**config.mk**
```make
export PLATFORM = sky130hd
export DESIGN_NAME = rotary_menu_ctrl
export DESIGN_NICKNAME = d
export VERILOG_FILES = /design/src/rtl/rotary_menu_ctrl.sv
export SDC_FILE = /design/constraint.sdc
export NUM_CORES = 1
export LEC_CHECK = 0
export CAP_MARGIN = 20
export CORE_MARGIN = 1
export CORE_UTILIZATION = 64
export CTS_CLUSTER_SIZE = 40
export DETAILED_ROUTE_END_ITERATION = 8
export DONT_BUFFER_PORTS = 1
export GPL_TIMING_DRIVEN = 0
export PLACE_DENSITY = 0.83
export SYNTH_ARGS = -nofsm -noshare
export SYNTH_HDL_FRONTEND = slang
export SYNTH_SLANG_ARGS = --single-unit
```
**constraint.sdc**
```tcl
create_clock -name clk_i -period 2.7 [get_ports clk_i]
set_input_delay 0.135 -clock clk_i [delete_from_list [all_inputs] [get_ports clk_i]]
set_output_delay 0.135 -clock clk_i [all_outputs]
set_load 0.02 [all_outputs]
```
**src/rtl/rotary_menu_ctrl.sv**
```systemverilog
// Rotary/push-button settings menu: browse items, edit values, commit into NITEM config registers.
// Optional same-direction step acceleration in EDIT is built when ROTARY_MENU_ACCEL_EN is defined.
module rotary_menu_ctrl #(
  parameter int unsigned   NITEM     = 4,
  parameter int unsigned   VW        = 8,
  parameter int unsigned   RN        = 12,
  parameter logic [VW-1:0] INIT_CFG  = '0,
  parameter int unsigned   DEB       = 200000,
  parameter int unsigned   TIMEOUT   = 50000000,
  parameter int unsigned   ACCEL_WIN = 2000000
) (
  input  logic                     clk_i,
  input  logic                     rst_ni,
  input  logic [$clog2(RN)-1:0]    rot_cnt_i,
  input  logic                     btn_ni,
  output logic [$clog2(NITEM)-1:0] sel_o,
  output logic                     editing_o,
  output logic [VW-1:0]            edit_val_o,
  output logic [NITEM*VW-1:0]      cfg_o,
  output logic                     commit_o,
  output logic [$clog2(NITEM)-1:0] commit_idx_o
);
  localparam int unsigned RW = $clog2(RN);
  localparam int unsigned SW = $clog2(NITEM);
  localparam int unsigned DW = $clog2(DEB + 1);
  localparam int unsigned TW = $clog2(TIMEOUT + 1);
  localparam logic [RW-1:0] ROT_MAX  = RW'(RN - 1);
  localparam logic [SW-1:0] SEL_MAX  = SW'(NITEM - 1);
  localparam logic [DW-1:0] DEB_LAST = DW'(DEB - 1);
  localparam logic [TW-1:0] TO_LAST  = TW'(TIMEOUT - 1);
  localparam logic [VW-1:0] VAL_MAX  = '1;
  localparam logic [0:0] ST_BROWSE = 1'b0;
  localparam logic [0:0] ST_EDIT   = 1'b1;

  logic [RW-1:0] rot_prev_q, rot_up, rot_dn;
  logic          rot_valid_q, inc_q, dec_q;
  logic          btn_s1_q, btn_s2_q, btn_db_q, press_q;
  logic [DW-1:0] deb_cnt_q;
  logic [0:0]    state_q, state_d;
  logic [SW-1:0] sel_q, sel_d, commit_idx_q, commit_idx_d;
  logic [VW-1:0] edit_val_q, edit_val_d, step_sz;
  logic [TW-1:0] to_cnt_q, to_cnt_d;
  logic          commit_q, commit_d, cfg_we;
  logic [VW-1:0] cfg_q [NITEM];

  // Neighbours of the last position, with modulo-RN wrap.
  assign rot_up = (rot_prev_q == ROT_MAX) ? '0 : rot_prev_q + RW'(1);
  assign rot_dn = (rot_prev_q == '0) ? ROT_MAX : rot_prev_q - RW'(1);

  always_ff @(posedge clk_i or negedge rst_ni) begin
    if (!rst_ni) begin
      rot_prev_q  <= '0;
      rot_valid_q <= 1'b0;
      inc_q       <= 1'b0;
      dec_q       <= 1'b0;
    end else begin
      rot_prev_q  <= rot_cnt_i;
      rot_valid_q <= 1'b1;
      inc_q       <= rot_valid_q && (rot_cnt_i == rot_up);
      dec_q       <= rot_valid_q && (rot_cnt_i == rot_dn);
    end
  end

  always_ff @(posedge clk_i or negedge rst_ni) begin
    if (!rst_ni) begin
      btn_s1_q  <= 1'b1;
      btn_s2_q  <= 1'b1;
      btn_db_q  <= 1'b1;
      deb_cnt_q <= '0;
      press_q   <= 1'b0;
    end else begin
      btn_s1_q <= btn_ni;
      btn_s2_q <= btn_s1_q;
      press_q  <= 1'b0;
      if (btn_s2_q == btn_db_q) begin
        deb_cnt_q <= '0;
      end else if (deb_cnt_q == DEB_LAST) begin
        deb_cnt_q <= '0;
        btn_db_q  <= btn_s2_q;
        press_q   <= ~btn_s2_q;
      end else begin
        deb_cnt_q <= deb_cnt_q + DW'(1);
      end
    end
  end

  // A press always wins over a step or a timeout landing in the same cycle.
  always_comb begin
    state_d      = state_q;
    sel_d        = sel_q;
    edit_val_d   = edit_val_q;
    to_cnt_d     = to_cnt_q;
    commit_d     = 1'b0;
    commit_idx_d = commit_idx_q;
    cfg_we       = 1'b0;
    if (state_q == ST_BROWSE) begin
      if (press_q) begin
        state_d    = ST_EDIT;
        edit_val_d = cfg_q[sel_q];
        to_cnt_d   = '0;
      end else if (inc_q) begin
        sel_d = (sel_q == SEL_MAX) ? '0 : sel_q + SW'(1);
      end else if (dec_q) begin
        sel_d = (sel_q == '0) ? SEL_MAX : sel_q - SW'(1);
      end
    end else begin
      if (press_q) begin
        state_d      = ST_BROWSE;
        cfg_we       = 1'b1;
        commit_d     = 1'b1;
        commit_idx_d = sel_q;
        to_cnt_d     = '0;
      end else if (inc_q) begin
        edit_val_d = (edit_val_q > VAL_MAX - step_sz) ? VAL_MAX : edit_val_q + step_sz;
        to_cnt_d   = '0;
      end else if (dec_q) begin
        edit_val_d = (edit_val_q < step_sz) ? '0 : edit_val_q - step_sz;
        to_cnt_d   = '0;
      end else if (to_cnt_q == TO_LAST) begin
        state_d    = ST_BROWSE;
        edit_val_d = cfg_q[sel_q];
        to_cnt_d   = '0;
      end else begin
        to_cnt_d = to_cnt_q + TW'(1);
      end
    end
  end

`ifdef ROTARY_MENU_ACCEL_EN
  localparam int unsigned AW = $clog2(ACCEL_WIN + 1);
  localparam logic [AW-1:0] ACC_LAST = AW'(ACCEL_WIN - 1);
  logic [AW-1:0] acc_cnt_q;
  logic          acc_valid_q, acc_dir_q;

  // acc_cnt_q counts cycles since the previous EDIT step; acc_dir_q=1 means it was an increment.
  assign step_sz = (acc_valid_q && (acc_dir_q == inc_q) && (acc_cnt_q < ACC_LAST)) ? VW'(4) : VW'(1);

  always_ff @(posedge clk_i or negedge rst_ni) begin
    if (!rst_ni) begin
      acc_cnt_q   <= '0;
      acc_valid_q <= 1'b0;
      acc_dir_q   <= 1'b0;
    end else if (state_q != ST_EDIT || state_d != ST_EDIT) begin
      acc_cnt_q   <= '0;
      acc_valid_q <= 1'b0;
    end else if (inc_q || dec_q) begin
      acc_cnt_q   <= '0;
      acc_valid_q <= 1'b1;
      acc_dir_q   <= inc_q;
    end else if (acc_cnt_q != ACC_LAST) begin
      acc_cnt_q <= acc_cnt_q + AW'(1);
    end
  end
`else
  logic unused_accel_win;
  assign step_sz          = VW'(1);
  assign unused_accel_win = (ACCEL_WIN == 0);
`endif

  always_ff @(posedge clk_i or negedge rst_ni) begin
    if (!rst_ni) begin
      state_q      <= ST_BROWSE;
      sel_q        <= '0;
      edit_val_q   <= INIT_CFG;
      to_cnt_q     <= '0;
      commit_q     <= 1'b0;
      commit_idx_q <= '0;
      for (int i = 0; i < NITEM; i++) cfg_q[i] <= INIT_CFG;
    end else begin
      state_q      <= state_d;
      sel_q        <= sel_d;
      edit_val_q   <= edit_val_d;
      to_cnt_q     <= to_cnt_d;
      commit_q     <= commit_d;
      commit_idx_q <= commit_idx_d;
      if (cfg_we) cfg_q[sel_q] <= edit_val_q;
    end
  end

  for (genvar gi = 0; gi < NITEM; gi++) begin : g_cfg_out
    assign cfg_o[gi*VW +: VW] = cfg_q[gi];
  end

  assign sel_o        = sel_q;
  assign editing_o    = (state_q == ST_EDIT);
  assign edit_val_o   = (state_q == ST_EDIT) ? edit_val_q : cfg_q[sel_q];
  assign commit_o     = commit_q;
  assign commit_idx_o = commit_idx_q;

endmodule

```
== Word level (Yosys, flattened, before mapping) ==
Cells that the tools add are included.

* Register bits: 101
* Bits in latches: 0
* Bits in writable memories: 0
* Bits in read-only memories: 0
* Output and inout port bits: 46
* Logic and storage cells: 94
* Memories: 0

* $add $sub $neg: 8
* $mul: 0
* Div/mod/pow operators: 0
* $lt $le $gt $ge: 4
* Equal/unequal tests: 8
* Shift-type cells: 0
* Muxes and demuxes: 38
* Bitwise operators: 5
* Reduce and logical (&&, ||, !) cells: 12

{| class="wikitable"
|+ Operators by type and width
! operator !! number
|-
| 2-to-1 mux 26 bit || 6
|-
| 2-to-1 mux 8 bit || 12
|-
| 2-to-1 mux 18 bit || 2
|-
| bitwise mux 32 bit || 1
|-
| adder 26 x 1 -> 26 bit, second input constant || 1
|-
| == test 26 bit, second input constant || 1
|-
| adder 18 x 1 -> 18 bit, second input constant || 1
|-
| == test 18 bit, second input constant || 1
|-
| binary-select mux 8 bit (select 2 bit) || 1
|-
| demux 8 bit (select 2 bit) || 1
|-
| 2-to-1 mux 1 bit || 9
|-
| adder 8 x 1 -> 8 bit, second input constant || 1
|-
| == test 4 bit || 2
|-
| greater-than comparator 8 bit, second input constant || 1
|-
| < comparator 8 x 1 -> 1 bit, second input constant || 1
|-
| 2-to-1 mux 2 bit || 4
|-
| 2-to-1 mux 4 bit || 2
|-
| subtractor 8 x 1 -> 8 bit, second input constant || 1
|-
| AND reduction 3 bit || 2
|-
| adder 4 x 1 -> 4 bit, second input constant || 1
|-
| == test 4 bit, second input constant || 1
|-
| logical NOT 4 bit || 1
|-
| inverter 1 bit || 4
|-
| AND reduction 2 bit || 2
|-
| 13 further kinds || 16
|}

== Logic depth before layout (Yosys ltp) ==
Gate-level depths: netlist of the first run.

* Depth after elaboration: 9
* Depth in mapped cells: 8
* Gate-level depth less buffers: 7

== Worst setup path before layout of the first run ==
OpenSTA, ideal clock, no wires.

* Kind: reg2reg
* Start point: register edit_val_q[5]
* End point: register edit_val_q[4]
* Library setup time: 125 ps
* Arrival: 1992 ps
* Data required time: 2575 ps
* Path slack: 583 ps
* Cell stages (with the launch flop): 7
* Buffers on the path: 1
* Clock period less this slack: 2117 ps
* Cells stage by stage: dfrtp_1 buf_6 or4_4 o31ai_4 a21oi_2 o32a_1 mux2_4

* Longest elaborated chain between the ends: 6
* Elaborated cells between the ends (all ways): 8
* Those cells by class: order compare (2); mux (6)

{| class="wikitable"
|+ Ends and longest elaborated chain
! item !! RTL line !! source
|-
| start: declaration || 41 || <nowiki>logic [VW-1:0] edit_val_q, edit_val_d, step_sz;</nowiki>
|-
| start signal: assignment || 172 || <nowiki>edit_val_q <= edit_val_d;</nowiki>
|-
| < comparator 8 x 1 -> 1 bit || 117 || <nowiki>edit_val_d = (edit_val_q < step_sz) ? '0 : edit_val_q - step_sz;</nowiki>
|-
| 2-to-1 mux 8 bit || 117 ||
|-
| 2-to-1 mux 8 bit || 116 || <nowiki>end else if (dec_q) begin</nowiki>
|-
| 2-to-1 mux 8 bit * || 113 || <nowiki>end else if (inc_q) begin</nowiki>
|-
| 2-to-1 mux 8 bit * || 107 || <nowiki>if (press_q) begin</nowiki>
|-
| 2-to-1 mux 8 bit * || 96 || <nowiki>if (state_q == ST_BROWSE) begin</nowiki>
|}

Every way passes the cells marked *; elsewhere a longest branch is shown, timed or not. The select of a mux whose other input is x is not followed.
A chain may end at the register's enable or synchronous reset.

== Final worst setup path of the first run ==
* Start point: register to_cnt_q[0]
* End point: register to_cnt_q[7]

* Longest elaborated chain between the ends: 6
* Elaborated cells between the ends (all ways): 7
* Those cells by class: add/sub (1); eq/ne (1); mux (5)

{| class="wikitable"
|+ Ends and longest elaborated chain
! item !! RTL line !! source
|-
| start: declaration || 42 || <nowiki>logic [TW-1:0] to_cnt_q, to_cnt_d;</nowiki>
|-
| start signal: assignment || 173 || <nowiki>to_cnt_q <= to_cnt_d;</nowiki>
|-
| adder 26 x 1 -> 26 bit / == test 26 bit (equally long branches) || 124, 119 ||
|-
| 2-to-1 mux 26 bit * || 119 || <nowiki>end else if (to_cnt_q == TO_LAST) begin</nowiki>
|-
| 2-to-1 mux 26 bit * || 116 ||
|-
| 2-to-1 mux 26 bit * || 113 ||
|-
| 2-to-1 mux 26 bit * || 107 ||
|-
| 2-to-1 mux 26 bit * || 96 ||
|}

Every way passes the cells marked *; elsewhere a longest branch is shown, timed or not.

==> results of run 1 <==
[layer usage]
| layer | global-route usage (%) | wire length, um | part of all wire [%] |
|---|---|---|---|
| met5 | 0 | 0 | 0 |
| met4 | 8.838 | 261 | 1.9 |
| met3 | 6.380 | 1095 | 8.1 |
| met2 | 47.32 | 6402 | 48 |
| met1 | 43.79 | 5713 | 42 |
[critical path, stage by stage (launching register included)]
cell and delay [ps]:
dfrtp_1 430, ha_1 200, and3_1 150, clkbuf_1 250
nand4_1 200, o211ai_1 540, clkbuf_4 340, o21ai_0 100
a22o_1 260
[flip-flops by register name, indices dropped and copies added (netlist names), 2 cells and up]
name / flops
edit_val_q: 8
cfg_o: 32
sel_o: 2
commit_idx_o: 2
deb_cnt_q: 18
rot_prev_q: 4
to_cnt_q: 26
[synthesized netlist by cell type (7+ instances only)]
library cell / instances
inv_1: 23
mux2_2: 28
or3_1: 8
o21ai_0: 46
clkbuf_1: 26
nor2_1: 34
and3_1: 14
a21o_1: 12
mux4_2: 8
nand4_1: 9
ha_1: 11
xnor2_1: 16
xor2_1: 12
a31oi_1: 11
nand2_1: 66
nor4_1: 7
nor3_1: 15
a21oi_1: 18
dfrtp_1: 98
nand3_1: 21
and4_1: 7
[area by class of cell]
type | count | area, sq um | share of cell area [%]
Tap cell | 105 | 131.4 | 2.182
Sequential cell | 101 | 2531 | 42.05
Clock inverter | 7 | 76.32 | 1.268
Inverter | 24 | 90.09 | 1.497
Buffer | 30 | 131.4 | 2.182
Multi-Input combinational cell | 417 | 2833 | 47.06
Clock buffer | 9 | 123.9 | 2.058
Timing Repair Buffer | 9 | 102.6 | 1.704
[cells by family after synthesis]
family / count (synthesis) / share of synthesized area (%)
simple gates: 211 / 19.38
xor+xnor: 28 / 4.396
other cells: 1 / 0.06723
buf+inv: 54 / 3.881
fa+ha+maj: 11 / 2.467
mux: 38 / 9.331
flops: 101 / 45.38
compound gates: 128 / 15.10
[path summary, 6_finish.rpt]
kind | end | slack, ps | depth (start not counted)
max reg2reg | to_cnt_q[7] | 130 | 8
min reg2reg | btn_s2_q | 370 | 0
min | btn_s1_q | 310 | 1
max in group asynchronous | btn_db_q | 1960 | 2
min in group asynchronous | to_cnt_q[2] | 330 | 2
max | to_cnt_q[7] | 130 | 8
[what timing repair did]
item                                   in CTS  in global routing
buffers inserted                            0                  2
resized for setup                           0                  8
setup endpoints to repair                   0                 21
endpoints found under the hold margin     108                  0
hold buffers                                7                  0
[cells in the final DEF, fill, tap and decap left out, types with 6 or more instances in the layout]
| cell | Yosys | layout |
|---|---|---|
| xor2_1 | 12 | 12 |
| clkbuf_8 | 0 | 9 |
| nand4_1 | 9 | 9 |
| inv_1 | 23 | 23 |
| nor3_1 | 15 | 15 |
| o21ai_0 | 46 | 45 |
| a31oi_1 | 11 | 11 |
| nand3_1 | 21 | 21 |
| dlygate4sd3_1 | 0 | 6 |
| xnor2_1 | 16 | 16 |
| dfrtp_1 | 98 | 98 |
| clkbuf_1 | 26 | 24 |
| mux2_2 | 28 | 28 |
| mux4_2 | 8 | 8 |
| ha_1 | 11 | 11 |
| a22o_1 | 6 | 6 |
| nor4_1 | 7 | 7 |
| a21o_1 | 12 | 12 |
| and4_1 | 7 | 7 |
| a21oi_1 | 18 | 18 |
| nor2_1 | 34 | 33 |
| nand2_1 | 66 | 66 |
| and3_1 | 14 | 14 |
| or3_1 | 8 | 8 |
[power groups by stage]
stage               Sequential, mW  Combinational (mW)  Clock (mW)
finish                        1.61               0.312       0.968
global route                  1.61               0.345        1.03
CTS                           1.61               0.313       0.984
detailed placement            1.64               0.266           0
global placement              1.63               0.255           0
floorplan                     1.62               0.212           0
==> flow_summary_export.csv, run 1 <==
group,metric,value,unit
floorplanning,die_x,95.36,um
placement,gp_congestion,0.9052,
setup_path,cp-start-kind,"register",
placement,dp_cells,677,
layout,antenna_cells,0,
pwr,power_density,479.7,nW/um^2
global_routing,grt.overflow.total,0,
global_routing,grt_use_total,30.63,%
timing,min_period,2575,ps
synth,synth_top_area_share,43.97,%
synth,syn_area,5578,sq um
timing,fin_crit_sh,95.36,%
pwr,seqPwrFrac,55.7,%
job,cap_viol_max_count,0,
timing,worst_slack,125.2,ps
drt,antenna_left,0,
clock_network,cts_max_level,3,
setup_path,worstSetupPathType,"register to register",
setup_path,critPathRequiredTime,2970,ps
setup_path,crit_path_end_kind,"register",
global_routing,grt_pass1_vias,4241,
placement,postPlaceCellArea,5709,sq um
timing,tightestPinTransition,706.9,ps
clock_network,root_buffer,"clkbuf_8",
floorplanning,rows,33,
outcome,status,"finished, final reports clean",
clock_network,cts-buffers-inserted,9,
synth,synth_largest_area_cell,"dfrtp_1",
timing,setup_tns,0,ps
floorplanning,start_util,66.88,%
pwr,p_leak,2.644,nW
layout,design_area,6020,sq um
timing,whs,306.4,ps
layout,final_util,72.17,%
placement,hpwl,9.216,mm
drt,dr.pass1.iters,6,
pwr,worst_ir_drop_vdd,360.5,uV
clock_network,cts_tree,"done",
synth,synth_ff_type,"dfrtp_1",
pwr,clkPwrFrac,33.5,%
synth,synth_nets,590,
placement,portBuffers,0,
setup_path,setup.worst_path.start,"to_cnt_q[0]",
pwr,combPwrFrac,10.8,%
global_routing,antenna_found_initial,0,
timing,fin_skew,10.59,ps
timing,finalSetupViolations,0,
min_path,holdCritStartpoint,"btn_ni",
floorplanning,core_area,8341,sq um
setup_path,path_max_fanout,10,
floorplanning,io_pins,53,
synth,ys_ff_latch,101,
synth,synth_seq_area_share,45.38,%
synth,ys_top_cells_by_area,"dfrtp_1 (44%), mux2_2 (5.7%), nand2_1 (4.4%)",
placement,dp_slack,103.4,ps
layout,final_cells,702,
setup_path,reg2reg_from,"to_cnt_q[0]",
layout,fillers,594,
layout,nets,610,
min_path,hp-class,"input port to register",
timing,slew_viol_final,0,
timing,max_slew_margin,52.70,%
floorplanning,fp.dieArea,9093,sq um
drt,drc,0,
drt,routed_wirelength,13.47,mm
drt,wl_per_cell,19.19,um
clock_network,path_clk_slew,110,ps
clock_network,clk_latency,370,ps
synth,synth_edf_count,0,
timing,hold_viol,0,
pwr,swShare,29.57,%
drt,viasPerCell,6.698,
setup_path,crit_arrival,2840,ps
clock_network,ctsLongestPathBuffers,2,
synth,yosys.cell_types.count,63,
pwr,intPower,2.034,mW
pwr,p_total,2.888,mW
synth,ys_async_sr_fraction,100.0,%
clock_network,clock-sinks,101,
timing,max_freq,0.3884,GHz
layout,area_growth,7.918,%
pwr,switching_power,0.8538,mW
synth,netlist_instances,572,
drt,vias,4702,
synth,yosysWarnings,0,
global_routing,grt_first_pass_wirelength,21.20,mm
global_routing,grt_max_degree,102,
floorplanning,die_height,95.36,um
drt,drt_iter0_drc,354,
layout,drive_gt1_share,12.73,%
synth,syn_area_per_cell,9.751,sq um
Power figures use the tool's default switching activity.
==> inputs of run 2 (changes only) <==
--- a/config.mk
+++ b/config.mk
@@ -8,7 +8,7 @@
 export CAP_MARGIN = 20
 export CORE_MARGIN = 1
 export CORE_UTILIZATION = 64
-export CTS_CLUSTER_SIZE = 40
+export CTS_CLUSTER_SIZE = 10
 export DETAILED_ROUTE_END_ITERATION = 8
 export DONT_BUFFER_PORTS = 1
 export GPL_TIMING_DRIVEN = 0
==> constraint.sdc (replaced) <==
create_clock -name clk_i -period 2.7 [get_ports clk_i]
set_input_delay 0.405 -clock clk_i [delete_from_list [all_inputs] [get_ports clk_i]]
set_output_delay 0.405 -clock clk_i [all_outputs]
set_load 0.02 [all_outputs]
==> flow_summary_export.csv, run 2 (synthesis gave the netlist of run 1 again) <==
group,metric,value,unit
layout,multi_input_comb_area,2833,sq um
placement,dp_cells,677,
clock_network,cts_tree,"done",
global_routing,grt_first_pass_wirelength,21.02,mm
layout,nets,604,
setup_path,crit_arrival,2840,ps
timing,slew_viol_final,0,
setup_path,critPathRequiredTime,2970,ps
floorplanning,die_x,95.36,um
min_path,hp-class,"input port to async pin",
job,cap_viol_max_count,0,
drt,drc,0,
pwr,swShare,28.76,%
layout,largest_register_ffs,32,
pwr,combPwrFrac,9.7,%
layout,final_cell_mix,"dfrtp_1 (97), nand2_1 (66), o21ai_0 (45)",
clock_network,ctsLongestPathBuffers,2,
timing,tightestPinTransition,724.7,ps
setup_path,worstSetupPathType,"register to register",
timing,fin_skew,7.974,ps
timing,hold_viol,101,
timing,min_period,2570,ps
drt,antenna_left,0,
setup_path,r2r_cells,8,
pwr,p_leak,2.613,nW
placement,gp_congestion,0.9052,
timing,setup_tns,0,ps
placement,portBuffers,0,
pwr,power_density,479.8,nW/um^2
pwr,intPower,2.033,mW
floorplanning,fp.dieArea,9093,sq um
pwr,worst_ir_drop_vdd,356.7,uV
floorplanning,rows,33,
global_routing,grt.overflow.total,0,
layout,layout_commonest_cell,"dfrtp_1",
timing,finalSetupViolations,0,
setup_path,crit_path_end_kind,"register",
timing,fin_crit_sh,95.19,%
global_routing,grt_max_degree,102,
pwr,clkPwrFrac,33.9,%
drt,routed_wirelength,13.30,mm
drt,vias,4612,
pwr,seqPwrFrac,56.4,%
floorplanning,io_pins,53,
placement,hpwl,9.216,mm
global_routing,grt_use_total,30.39,%
layout,area_growth,6.617,%
global_routing,grt_pass1_vias,4187,
pwr,p_total,2.853,mW
clock_network,path_clk_slew,110,ps
clock_network,cts_max_level,3,
clock_network,cts-buffers-inserted,9,
drt,drt_iter0_drc,432,
clock_network,root_buffer,"clkbuf_8",
timing,whs,-287.6,ps
layout,regArea,2532,sq um
drt,wl_per_cell,19.10,um
layout,antenna_cells,0,
floorplanning,die_height,95.36,um
timing,max_slew_margin,51.51,%
layout,drive_gt1_share,13.03,%
timing,max_freq,0.3891,GHz
pwr,switching_power,0.8204,mW
outcome,violations,"negative hold slack",
layout,fillers,609,
drt,viasPerCell,6.626,
clock_network,clock-sinks,101,
layout,final_cells,696,
setup_path,path_max_fanout,10,
setup_path,cp-start-kind,"register",
floorplanning,core_area,8341,sq um
floorplanning,start_util,66.88,%
clock_network,clk_latency,370,ps
outcome,status,"finished with violations",
drt,dr.pass1.iters,5,
global_routing,antenna_found_initial,0,
[run 2: cell types whose count changed in the layout (fill, tap and decap cells not counted)]
cell and delta:
buf_16 -1, buf_2 -1, buf_4 +1, clkbuf_1 -1, clkbuf_2 +1, dfrtp_1 -1, dfrtp_2 +1, dlygate4sd3_1 -5
[run 2: final timing paths]
| path | start | to | slack [ps] |
|---|---|---|---|
| max in group asynchronous | rst_ni | btn_db_q | 2770 |
| hold reg to reg | btn_s1_q | btn_s2_q | 370 |
| min in group clk_i | rot_cnt_i[1] | rot_prev_q[1] | 50 |
| setup reg to reg | to_cnt_q[0] | to_cnt_q[7] | 130 |
| hold / removal | rst_ni | to_cnt_q[24] | -290 |
| setup / recovery | to_cnt_q[0] | to_cnt_q[7] | 130 |
[run 2: cell type report]
class,count,share of cell area (%)
timing repair buffer,3,0.4208
inverter,24,1.515
clock inverter,7,1.283
multi-input combinational,417,47.63
clock buffer,9,2.083
buffer,30,2.272
tap,105,2.209
sequential,101,42.58
[run 2: stage by stage]
step | cell area, sq um | worst slack (ps) | hold slack (ps) | utilization (%)
final | 5947 | 129.8 | -287.6 | 71.30
after detailed placement | 5709 | 103.4 | 112.2 | 68.45
after CTS | 5912 | 23.60 | -299.9 | 70.88
after floorplan | 5578 | 582.8 | 109.4 | -
after global placement | 5709 | 207.1 | 112.3 | 68.45
after global routing | 5947 | -33.02 | -307.4 | 71.30
[run 2: routing by layer]
metal	GRT usage, %	wire length, um
met2	46.31	6339
met3	7.177	1040
met5	0	0
met4	7.955	201
met1	43.79	5715
[run 2: what timing repair did]
action                     4_1_cts  5_1_grt
resized for setup                2       10
setup endpoints to repair        5       24
pin swaps                        0        1
setup buffers                    0        2
hold endpoints to repair       101      102
gates cloned                     0        0
[run 2: power by group through the flow]
stage	combinational, mW	clock, mW	sequential, mW
after floorplan	0.212	0	1.62
after global placement	0.255	0	1.63
after detailed placement	0.266	0	1.64
after CTS	0.270	0.984	1.61
after global routing	0.302	1.03	1.62
final	0.277	0.967	1.61
[run 2: worst max-delay path, stage by stage (launching register included)]
cell	delay (ps)
dfrtp_1	430
ha_1	200
and3_1	150
clkbuf_1	250
nand4_1	200
o211ai_1	530
clkbuf_4	330
o21ai_0	100
a22o_1	270
==> inputs of run 3 (changes only) <==
--- a/config.mk
+++ b/config.mk
@@ -6,13 +6,15 @@
 export NUM_CORES = 1
 export LEC_CHECK = 0
 export CAP_MARGIN = 20
+export CELL_PAD_IN_SITES_DETAIL_PLACEMENT = 0
+export CELL_PAD_IN_SITES_GLOBAL_PLACEMENT = 1
 export CORE_MARGIN = 1
-export CORE_UTILIZATION = 64
+export CORE_UTILIZATION = 30
 export CTS_CLUSTER_SIZE = 10
 export DETAILED_ROUTE_END_ITERATION = 8
 export DONT_BUFFER_PORTS = 1
 export GPL_TIMING_DRIVEN = 0
-export PLACE_DENSITY = 0.83
+export PLACE_DENSITY = 0.56
 export SYNTH_ARGS = -nofsm -noshare
 export SYNTH_HDL_FRONTEND = slang
 export SYNTH_SLANG_ARGS = --single-unit
==> flow_summary_export.csv, run 3 (synthesis gave the netlist of run 1 again) <==
group,metric,value,unit
pwr,power_density,523.0,nW/um^2
clock_network,clock-sinks,101,
floorplanning,die_x,138.4,um
min_path,hp-class,"input port to async pin",
pwr,switching_power,0.8381,mW
pwr,worst_ir_drop_vdd,396.4,uV
floorplanning,die_height,138.4,um
placement,hpwl,10.61,mm
job,cap_viol_max_count,0,
drt,drc,0,
drt,antenna_left,0,
drt,drt_iter0_drc,258,
outcome,status,"finished with violations",
pwr,intPower,2.399,mW
global_routing,grt-busiest-layer,"met2",
setup_path,rrSetupSlack,240,ps
floorplanning,start_util,30.84,%
floorplanning,fp.dieArea,19140,sq um
timing,rsz0062_at_grt,"no",
placement,gp_congestion,0.7875,
layout,nets,602,
drt,viasPerCell,5.367,
placement,postPlaceCellArea,5864,sq um
drt,dr.pass1.iters,4,
timing,finalSetupViolations,0,
timing,slew_viol_final,0,
setup_path,worstSetupPathType,"register to output pin",
outcome,violations,"negative hold slack",
timing,max_freq,0.3931,GHz
timing,max_slew_margin,44.96,%
timing,fin_skew,6.728,ps
global_routing,antenna_found_initial,0,
layout,area_growth,10.97,%
pwr,clkPwrFrac,42.0,%
drt,wl_per_cell,18.37,um
clock_network,ctsLongestPathBuffers,2,
timing,min_period,2544,ps
pwr,p_total,3.237,mW
layout,drive_gt1_share,12.73,%
global_routing,grt_pass1_vias,4399,
layout,largest_register_ffs,32,
global_routing,grt_max_degree,102,
global_routing,grtUsageMet2,26.48,%
setup_path,crit_path_end_kind,"output pin",
global_routing,use_met1,22.58,%
pwr,seqPwrFrac,49.7,%
setup_path,cp-start-kind,"register",
timing,fin_crit_sh,94.22,%
timing,hold_viol,101,
setup_path,path_max_fanout,10,
global_routing,grt_first_pass_wirelength,24.90,mm
global_routing,grt.overflow.total,0,
placement,portBuffers,0,
pwr,combPwrFrac,8.2,%
clock_network,cts_max_level,3,
floorplanning,core_area,18090,sq um
timing,tightestPinTransition,822.6,ps
clock_network,path_clk_slew,70,ps
drt,routed_wirelength,15.03,mm
setup_path,reg2reg_from,"to_cnt_q[0]",
setup_path,crit_arrival,2140,ps
drt,vias,4390,
setup_path,critPathRequiredTime,2300,ps
layout,layout_commonest_cell,"dfrtp_1",
layout,final_cell_mix,"dfrtp_1 (97), nand2_1 (66), o21ai_0 (44)",
global_routing,grt_use_total,16.54,%
clock_network,root_buffer,"clkbuf_16",
clock_network,cts_tree,"done",
setup_path,r2r_end,"edit_val_q[0]",
clock_network,cts-buffers-inserted,9,
layout,design_area,6190,sq um
floorplanning,io_pins,53,
global_routing,grt_use_met3,3.983,%
layout,antenna_cells,0,
timing,whs,-250.8,ps
pwr,p_leak,2.658,nW
setup_path,r2r_cells,7,
floorplanning,rows,49,
pwr,swShare,25.89,%
clock_network,clk_latency,350,ps
run 3: cell count changes in the layout (fill, tap and decap cells not counted), moves of 2 or more:
cell        delta
buf_4          -2
inv_8          -2
clkbuf_16      +9
clkinvlp_4     -2
clkinv_4       +3
clkbuf_8       -9
run 3: area by class of cell:
type / instances / area, sq um
fill: 1818 / 11900
multi-input combinational: 417 / 2833
sequential: 101 / 2532
tap: 229 / 286.5
clock buffer: 10 / 229.0
buffer: 30 / 132.6
inverter: 24 / 90.09
clock inverter: 6 / 78.83
timing repair buffer: 1 / 7.507
run 3: repair_timing:
action,4_1_cts,5_1_grt
gates resized for setup,2,8
hold endpoints to repair,101,101
setup endpoints to repair,8,24
setup buffers,1,0
pin swaps,1,0
run 3: worst max path at each step:
| stage | slack (ps) | depth (start not counted) | start | to |
|---|---|---|---|---|
| 2_1_floorplan | 580 | 6 | edit_val_q[5] | edit_val_q[4] |
| 3_3_place_gp | -10 | 8 | to_cnt_q[0] | to_cnt_q[12] |
| 3_5_place_dp | -40 | 8 | to_cnt_q[0] | to_cnt_q[5] |
| 4_1_cts | 10 | 4 | sel_o[0] | edit_val_o[7] |
| 5_1_grt | 30 | 3 | editing_o | edit_val_o[1] |
| 6_report | 160 | 3 | editing_o | edit_val_o[1] |
run 3: power by group through the flow:
| stage | clock [mW] | sequential (mW) | combinational [mW] |
|---|---|---|---|
| after floorplan | 0 | 1.62 | 0.212 |
| after global placement | 0 | 1.64 | 0.267 |
| after detailed placement | 0 | 1.64 | 0.266 |
| after CTS | 1.41 | 1.61 | 0.270 |
| after global routing | 1.46 | 1.62 | 0.302 |
| final | 1.36 | 1.61 | 0.267 |
run 3: worst max-delay path, stage by stage (launching register included):
cell,delay [ps]
dfrtp_1,520
clkinv_1,340
clkbuf_1,290
o21ai_0,630
run 3: through the flow:
stage          TNS (ps)  setup WS, ps  utilization (%)  cells  hold slack [ps]
2_1_floorplan         0         582.8                -    572            109.4
3_3_place_gp     -16.48        -10.94            32.42    801            115.6
3_5_place_dp     -116.2        -40.69            32.42    801            117.2
4_1_cts               0         11.95            34.18    818           -270.3
5_1_grt               0         25.35            34.22    818           -273.0
6_report              0         156.1            34.22    818           -250.8
run 3: routing by layer:
metal	vias to the layer above	part of all wire [%]
met2	62	47
li1	2097	-
met4	0	0.69
met5	-	0
met3	6	4.0
met1	2225	48
